<file path="src/rtl/hazard_unit_mc_if.sv">
`default_nettype none
// ============================================================================
// Module   : hazard_unit_mc_if
// Brief    : Signal bundle between the pipeline datapath and the hazard unit.
//            The datapath side (master) drives stage information and receives
//            stall/flush/forward controls. The hazard-unit side (slave) is the
//            reverse. StallCount exists only when HAZ_STALL_CNT_EN is defined.
// Revision : 1.0 - initial release
// ============================================================================
interface hazard_unit_mc_if #(
  parameter int REG_W = 5
);
  // Stage information from the datapath
  logic             BranchD;
  logic [REG_W-1:0] RsD;
  logic [REG_W-1:0] RtD;
  logic [REG_W-1:0] RsE;
  logic [REG_W-1:0] RtE;
  logic [REG_W-1:0] WriteRegE;
  logic [REG_W-1:0] WriteRegM;
  logic [REG_W-1:0] WriteRegW;
  logic             RegWriteE;
  logic             RegWriteM;
  logic             RegWriteW;
  logic             MemtoRegE;
  logic             MemtoRegM;
  logic             MduStartE;
  logic             MduIsDivE;
  logic             MduOpD;

  // Pipeline control back to the datapath
  logic             StallF;
  logic             StallD;
  logic             FlushE;
  logic             ForwardAD;
  logic             ForwardBD;
  logic [1:0]       ForwardAE;
  logic [1:0]       ForwardBE;
  logic             MduBusy;
`ifdef HAZ_STALL_CNT_EN
  logic [31:0]      StallCount;
`endif

  modport master (
    output BranchD, RsD, RtD, RsE, RtE, WriteRegE, WriteRegM, WriteRegW,
    output RegWriteE, RegWriteM, RegWriteW, MemtoRegE, MemtoRegM,
    output MduStartE, MduIsDivE, MduOpD,
`ifdef HAZ_STALL_CNT_EN
    input  StallCount,
`endif
    input  StallF, StallD, FlushE, ForwardAD, ForwardBD, ForwardAE, ForwardBE,
    input  MduBusy
  );

  modport slave (
    input  BranchD, RsD, RtD, RsE, RtE, WriteRegE, WriteRegM, WriteRegW,
    input  RegWriteE, RegWriteM, RegWriteW, MemtoRegE, MemtoRegM,
    input  MduStartE, MduIsDivE, MduOpD,
`ifdef HAZ_STALL_CNT_EN
    output StallCount,
`endif
    output StallF, StallD, FlushE, ForwardAD, ForwardBD, ForwardAE, ForwardBE,
    output MduBusy
  );
endinterface
`default_nettype wire

</file>
<file path="src/rtl/hazard_unit_mc.sv">
`default_nettype none
// ============================================================================
// Module   : hazard_unit_mc
// Brief    : Hazard unit for the 5-stage MIPS pipeline. Combinational
//            forwarding and load-use/branch stall detection, plus a tracker
//            for the multi-cycle multiply/divide unit that holds dependent
//            instructions in D until the MDU result is ready.
//            Optional feature macro: HAZ_STALL_CNT_EN adds a saturating
//            32-bit stall-cycle counter on StallCount.
// Revision : 1.0 - initial release
// ============================================================================
module hazard_unit_mc #(
  parameter int REG_W   = 5,
  parameter int MUL_LAT = 4,
  parameter int DIV_LAT = 32
) (
  input  wire logic         clk,
  input  wire logic         rst_n,
  hazard_unit_mc_if.slave   hz
);

  localparam int c_maxLat = (MUL_LAT > DIV_LAT) ? MUL_LAT : DIV_LAT;
  localparam int c_cntW   = $clog2(c_maxLat + 1);
  // Counter holds LAT-1 so that BUSY lasts exactly LAT cycles
  localparam logic [c_cntW-1:0] c_mulLoad = c_cntW'(MUL_LAT - 1);
  localparam logic [c_cntW-1:0] c_divLoad = c_cntW'(DIV_LAT - 1);

  typedef enum logic [0:0] {
    IDLE = 1'b0,
    BUSY = 1'b1
  } mduState_t;

  mduState_t         r_state;
  logic [c_cntW-1:0] r_cnt;
  logic              r_mduBusy;

  logic [1:0]        w_fwdAE;
  logic [1:0]        w_fwdBE;
  logic              w_fwdAD;
  logic              w_fwdBD;
  logic              w_lwStall;
  logic              w_brStall;
  logic              w_mduStall;
  logic              w_stall;

  // Forwarding selects: M-stage result wins over W-stage result; $zero never forwards
  always_comb begin
    w_fwdAE = 2'b00;
    w_fwdBE = 2'b00;
    if ((hz.RsE != '0) && hz.RegWriteM && (hz.WriteRegM == hz.RsE))
      w_fwdAE = 2'b10;
    else if ((hz.RsE != '0) && hz.RegWriteW && (hz.WriteRegW == hz.RsE))
      w_fwdAE = 2'b01;
    if ((hz.RtE != '0) && hz.RegWriteM && (hz.WriteRegM == hz.RtE))
      w_fwdBE = 2'b10;
    else if ((hz.RtE != '0) && hz.RegWriteW && (hz.WriteRegW == hz.RtE))
      w_fwdBE = 2'b01;
    w_fwdAD = (hz.RsD != '0) && hz.RegWriteM && (hz.WriteRegM == hz.RsD);
    w_fwdBD = (hz.RtD != '0) && hz.RegWriteM && (hz.WriteRegM == hz.RtD);
  end

  // Stall sources are OR-ed so overlapping hazards give a single stall
  always_comb begin
    w_lwStall  = hz.MemtoRegE && ((hz.RtE == hz.RsD) || (hz.RtE == hz.RtD));
    w_brStall  = hz.BranchD &&
                 ((hz.RegWriteE && ((hz.WriteRegE == hz.RsD) || (hz.WriteRegE == hz.RtD))) ||
                  (hz.MemtoRegM && ((hz.WriteRegM == hz.RsD) || (hz.WriteRegM == hz.RtD))));
    // An MDU op entering E this cycle already blocks a dependent D instruction
    w_mduStall = hz.MduOpD && (r_mduBusy || hz.MduStartE);
    w_stall    = w_lwStall || w_brStall || w_mduStall;
  end

  // MDU tracker: a start in IDLE loads the latency; a start while BUSY is ignored
  always_ff @(posedge clk or negedge rst_n) begin
    if (!rst_n) begin
      r_state   <= IDLE;
      r_cnt     <= '0;
      r_mduBusy <= 1'b0;
    end else begin
      case (r_state)
        IDLE: begin
          if (hz.MduStartE) begin
            r_cnt     <= hz.MduIsDivE ? c_divLoad : c_mulLoad;
            r_state   <= BUSY;
            r_mduBusy <= 1'b1;
          end
        end
        BUSY: begin
          if (r_cnt == '0) begin
            r_state   <= IDLE;
            r_mduBusy <= 1'b0;
          end else begin
            r_cnt <= r_cnt - 1'b1;
          end
        end
        default: begin
          r_state   <= IDLE;
          r_mduBusy <= 1'b0;
        end
      endcase
    end
  end

`ifdef HAZ_STALL_CNT_EN
  logic [31:0] r_stallCount;

  // Count stalled cycles, sticking at all-ones rather than wrapping
  always_ff @(posedge clk or negedge rst_n) begin
    if (!rst_n)
      r_stallCount <= '0;
    else if (w_stall && (r_stallCount != 32'hFFFF_FFFF))
      r_stallCount <= r_stallCount + 32'd1;
  end

  assign hz.StallCount = r_stallCount;
`endif

  assign hz.StallF    = w_stall;
  assign hz.StallD    = w_stall;
  assign hz.FlushE    = w_stall;
  assign hz.ForwardAE = w_fwdAE;
  assign hz.ForwardBE = w_fwdBE;
  assign hz.ForwardAD = w_fwdAD;
  assign hz.ForwardBD = w_fwdBD;
  assign hz.MduBusy   = r_mduBusy;

endmodule
`default_nettype wire
</file>
<file path="src/flat_wrapper.sv">
// flat-port wrapper written by rule: the top's interface ports become plain ports
module hazard_unit_mc_flat 
#(
  parameter int REG_W   = 5,
  parameter int MUL_LAT = 4,
  parameter int DIV_LAT = 32
)
  (clk, rst_n, hz_BranchD, hz_RsD, hz_RtD, hz_RsE, hz_RtE, hz_WriteRegE, hz_WriteRegM, hz_WriteRegW, hz_RegWriteE, hz_RegWriteM, hz_RegWriteW, hz_MemtoRegE, hz_MemtoRegM, hz_MduStartE, hz_MduIsDivE, hz_MduOpD, hz_StallF, hz_StallD, hz_FlushE, hz_ForwardAD, hz_ForwardBD, hz_ForwardAE, hz_ForwardBE, hz_MduBusy);
  hazard_unit_mc_if #(.REG_W(REG_W)) hz_i ();
  input  wire logic clk;
  input  wire logic rst_n;
  input wire logic [$bits(hz_i.BranchD)-1:0] hz_BranchD;
  input wire logic [$bits(hz_i.RsD)-1:0] hz_RsD;
  input wire logic [$bits(hz_i.RtD)-1:0] hz_RtD;
  input wire logic [$bits(hz_i.RsE)-1:0] hz_RsE;
  input wire logic [$bits(hz_i.RtE)-1:0] hz_RtE;
  input wire logic [$bits(hz_i.WriteRegE)-1:0] hz_WriteRegE;
  input wire logic [$bits(hz_i.WriteRegM)-1:0] hz_WriteRegM;
  input wire logic [$bits(hz_i.WriteRegW)-1:0] hz_WriteRegW;
  input wire logic [$bits(hz_i.RegWriteE)-1:0] hz_RegWriteE;
  input wire logic [$bits(hz_i.RegWriteM)-1:0] hz_RegWriteM;
  input wire logic [$bits(hz_i.RegWriteW)-1:0] hz_RegWriteW;
  input wire logic [$bits(hz_i.MemtoRegE)-1:0] hz_MemtoRegE;
  input wire logic [$bits(hz_i.MemtoRegM)-1:0] hz_MemtoRegM;
  input wire logic [$bits(hz_i.MduStartE)-1:0] hz_MduStartE;
  input wire logic [$bits(hz_i.MduIsDivE)-1:0] hz_MduIsDivE;
  input wire logic [$bits(hz_i.MduOpD)-1:0] hz_MduOpD;
  output wire logic [$bits(hz_i.StallF)-1:0] hz_StallF;
  output wire logic [$bits(hz_i.StallD)-1:0] hz_StallD;
  output wire logic [$bits(hz_i.FlushE)-1:0] hz_FlushE;
  output wire logic [$bits(hz_i.ForwardAD)-1:0] hz_ForwardAD;
  output wire logic [$bits(hz_i.ForwardBD)-1:0] hz_ForwardBD;
  output wire logic [$bits(hz_i.ForwardAE)-1:0] hz_ForwardAE;
  output wire logic [$bits(hz_i.ForwardBE)-1:0] hz_ForwardBE;
  output wire logic [$bits(hz_i.MduBusy)-1:0] hz_MduBusy;
  assign hz_i.BranchD = hz_BranchD;
  assign hz_i.RsD = hz_RsD;
  assign hz_i.RtD = hz_RtD;
  assign hz_i.RsE = hz_RsE;
  assign hz_i.RtE = hz_RtE;
  assign hz_i.WriteRegE = hz_WriteRegE;
  assign hz_i.WriteRegM = hz_WriteRegM;
  assign hz_i.WriteRegW = hz_WriteRegW;
  assign hz_i.RegWriteE = hz_RegWriteE;
  assign hz_i.RegWriteM = hz_RegWriteM;
  assign hz_i.RegWriteW = hz_RegWriteW;
  assign hz_i.MemtoRegE = hz_MemtoRegE;
  assign hz_i.MemtoRegM = hz_MemtoRegM;
  assign hz_i.MduStartE = hz_MduStartE;
  assign hz_i.MduIsDivE = hz_MduIsDivE;
  assign hz_i.MduOpD = hz_MduOpD;
  assign hz_StallF = hz_i.StallF;
  assign hz_StallD = hz_i.StallD;
  assign hz_FlushE = hz_i.FlushE;
  assign hz_ForwardAD = hz_i.ForwardAD;
  assign hz_ForwardBD = hz_i.ForwardBD;
  assign hz_ForwardAE = hz_i.ForwardAE;
  assign hz_ForwardBE = hz_i.ForwardBE;
  assign hz_MduBusy = hz_i.MduBusy;
  hazard_unit_mc #(.REG_W(REG_W), .MUL_LAT(MUL_LAT), .DIV_LAT(DIV_LAT)) u_core (.clk(clk), .rst_n(rst_n), .hz(hz_i));
endmodule
</file>
<file path="config.mk">
export PLATFORM = sky130hd
export DESIGN_NAME = hazard_unit_mc_flat
export DESIGN_NICKNAME = d
export VERILOG_FILES = /design/src/rtl/hazard_unit_mc_if.sv /design/src/rtl/hazard_unit_mc.sv /design/src/flat_wrapper.sv
export SDC_FILE = /design/constraint.sdc
export NUM_CORES = 1
export LEC_CHECK = 0
export CORE_MARGIN = 2
export CORE_UTILIZATION = 30
export DETAILED_ROUTE_END_ITERATION = 7
export GPL_ROUTABILITY_DRIVEN = 0
export PLACE_DENSITY_LB_ADDON = 0.08
export SETUP_SLACK_MARGIN = 0.5
export SYNTH_ARGS = -nofsm -noshare
export SYNTH_HDL_FRONTEND = slang
export SYNTH_SLANG_ARGS = --single-unit
</file>
<file path="constraint.sdc">
create_clock -name clk -period 2.35 [get_ports clk]
set_input_delay 0.47 -clock clk [delete_from_list [all_inputs] [get_ports clk]]
set_output_delay 0.47 -clock clk [all_outputs]
set_load 0.005 [all_outputs]
</file>
==> impl_metrics.toml, run 1 <==
[outcome]
status = "completed"

[timing]
clock.fmax_mhz = 468
slew_viol_final = 0
setup_viol = 0
holdWs_ns = 0.531
finalHoldViolCount = 0
final.setup.worst_slack_ns = 0.212
worst_pin_slew_ns = 0.400
period_share = 0.910
max_slew_margin = 0.732
clock_skew_ns = 0.00387
fin_crit_ns = 2.14
rsz0062_at_grt = "true"

[power_and_ir_drop]
p_int_mw = 0.685
p_leak_nw = 0.973
p_per_area_nw_per_um2 = 484
net-switching-power_mw = 0.416
p_clk_frac = 0.154
p_total_mw = 1.10
vdd_drop_max_v = 0.000139
swShare = 0.378
p_comb_frac = 0.581
pwr-share-seq = 0.265

[setup_path]
crit_required_ns = 1.88
critPathLaunch = "hz_RtE[3]"
critical_path_class = "input port to output pin"
max_stage_delay_ns = 0.54
crit_buf_inv = 2
path_max_fanout = 3
r2r-end = "u_core.r_cnt[2]"
reg2reg_from = "u_core.r_cnt[0]"
worstRegToRegCells = 7
end_kind = "output pin"
r2r_setup_slack_ns = 0.53
cp_slowest_cell = "or4_4"
cp.arrival_ns = 1.67
path_cells = "buf_8, or4_4, nor2_4, nor4_4, nor4_2, buf_2"
critical-path-top-delay-family = "simple AND/OR/NAND/NOR gates"
start_kind = "input port"

[placed_design]
portBuffers = 55
dpl_worst_slack_ns = -0.623
hpwl_um = 3080

[floorplan]
io_pins = 56
die_area_um2 = 4320
dieHeight_um = 65.7
row_count = 22
start_util = 0.312
core_um2 = 3660
die_x_um = 65.7

[logic_synthesis]
syn_area_per_cell_um2 = 8.04
post_synth_main_area_contributors = "xnor2_1 24%, xor2_1 18%, dfrtp_1 18%, nor4_1 4.4%, nor2_1 3.9%"
ys_ff_latch = 8
syn-instance-count = 142
ys_warn_count = 0
yosys.cell_types.count = 29
synth_largest_area_cell = "xnor2_1"
synth-edff-count = 0
async_reset_ff_frac = 1.00
syn-cell-area_um2 = 1140
synth_seq_area_share = 0.175
synthFlopType = "dfrtp_1"
synth_top_area_share = 0.238
synth_nets = 190

[clocking]
numCtsBuffers = 3
cts-root-buf = "clkbuf_8"
cts_max_level = 1
clock_path_buffers = 2
path_clk_slew_ns = 0.04
ctsHoldBuffers = 0
numClockSinks = 8
insertion_delay_ns = 0.24
tritoncts = "yes"

[final_layout]
area_growth_pct = 99.1
nFillCells = 340
diodes = 0
seqCellArea_um2 = 200
multi_input_area_um2 = 1050
nets = 288
drive_gt1_frac = 0.492
final_util = 0.621

[detailed_routing]
vias_per_cell = 4.76
drtAntennaViolNets = 0
wire_per_inst_um = 13.7
drt_iter0_drc = 43
drc = 0
vias = 1361
first_pass_iters = 4
wirelength_um = 3910

[global_route]
grt_usage = 0.182
grt-ovfl-total = 0
antenna_found_initial = 0
grt_pass1_wl_um = 6140
grt_max_degree = 9
first_global_vias = 1347

[flow_run]
drv_cap = 0

[min_path]
hold_class = "input port to asynchronous set/reset pin"
==> registers in the layout, indices dropped and copies added, names as in the netlist <==
register           count
u_core.r_cnt           6
u_core.hz.MduBusy      1
u_core.r_state         1
==> logic make-up (layout without fill, tap and decap cells) <==
| group | count (synthesis) | after routing | synth area share |
|---|---|---|---|
| and+or+nand+nor | 49 | 49 | 0.248 |
| AOI/OAI and AO/OA | 14 | 14 | 0.0756 |
| xor gates and xnor gates | 54 | 54 | 0.414 |
| buffers and inverters | 15 | 111 | 0.0657 |
| DFF | 8 | 8 | 0.175 |
| adders and majority gates | 2 | 2 | 0.0219 |
==> cell usage in the layout, fill, tap and decap left out, types with 8 or more instances in the layout <==
cell type / count
buf_2: 14
buf_4: 36
buf_6: 23
clkdlybuf4s50_1: 15
dfrtp_1: 8
nor2_1: 8
xnor2_1: 26
xor2_1: 20
==> per-layer routing <==
layer,up-vias,share of wire,track usage
met5,-,0,0
met4,0,0.010,0.0599
met3,3,0.031,0.0171
met2,29,0.55,0.336
met1,649,0.41,0.217
li1,680,-,-
==> power groups by stage <==
stage,Clock [mW],Combinational (mW),Sequential (mW)
floorplan,0,0.328,0.261
global placement,0,0.528,0.282
detailed placement,0,0.540,0.284
CTS,0.170,0.523,0.285
global route,0.177,0.712,0.299
finish,0.169,0.640,0.292
==> what timing repair did <==
action                     in CTS  in global routing
gates resized for setup       161                 58
setup endpoints to repair       9                 12
pin swaps                      29                 32
setup buffers                   3                  9
==> stage by stage <==
step                std cells  TNS [ns]  cell area (um2)
floorplan                 142         0             1220
global placement          271     -4.48             2020
detailed placement        271     -4.74             2020
CTS                       277         0             2030
global route              286         0             2270
finish                    286         0             2270
==> worst max-delay path by stage <==
| stage | endpoint | slack, ns | cells past startpoint |
|---|---|---|---|
| after floorplan | hz_ForwardBE[0] | 0.33 | 5 |
| after global placement | hz_ForwardBE[0] | -0.57 | 6 |
| after detailed placement | hz_StallD | -0.62 | 8 |
| after CTS | hz_ForwardBE[0] | 0.16 | 6 |
| after global routing | hz_ForwardBE[0] | 0.14 | 6 |
| final | hz_ForwardBE[0] | 0.21 | 6 |
==> Yosys cell counts, types with 3 or more instances <==
cell type and instances:
nand2_1 6, nand3_1 6, xor2_1 23, nand4_1 6
clkbuf_1 3, dfrtp_1 8, nor4_1 8, inv_1 6
buf_2 3, o21ai_0 6, nor2_1 12, xnor2_1 31
or4_1 3
==> layout make-up <==
type                       count  area share
timing repair buffer         102       0.394
tap                           48      0.0264
clock buffer                   3      0.0182
sequential                     8      0.0880
multi-input combinational    119       0.463
inverter                       6     0.00990
No activity file was read; power rests on OpenSTA's default activity.
==> run 2, diff against run 1 <==
--- a/config.mk
+++ b/config.mk
@@ -5,6 +5,7 @@
 export SDC_FILE = /design/constraint.sdc
 export NUM_CORES = 1
 export LEC_CHECK = 0
+export CAP_MARGIN = 20
 export CORE_MARGIN = 2
 export CORE_UTILIZATION = 30
 export DETAILED_ROUTE_END_ITERATION = 7
==> results of run 2 <==
No change in the layout: final DEF, timing and power equal those of run 1.
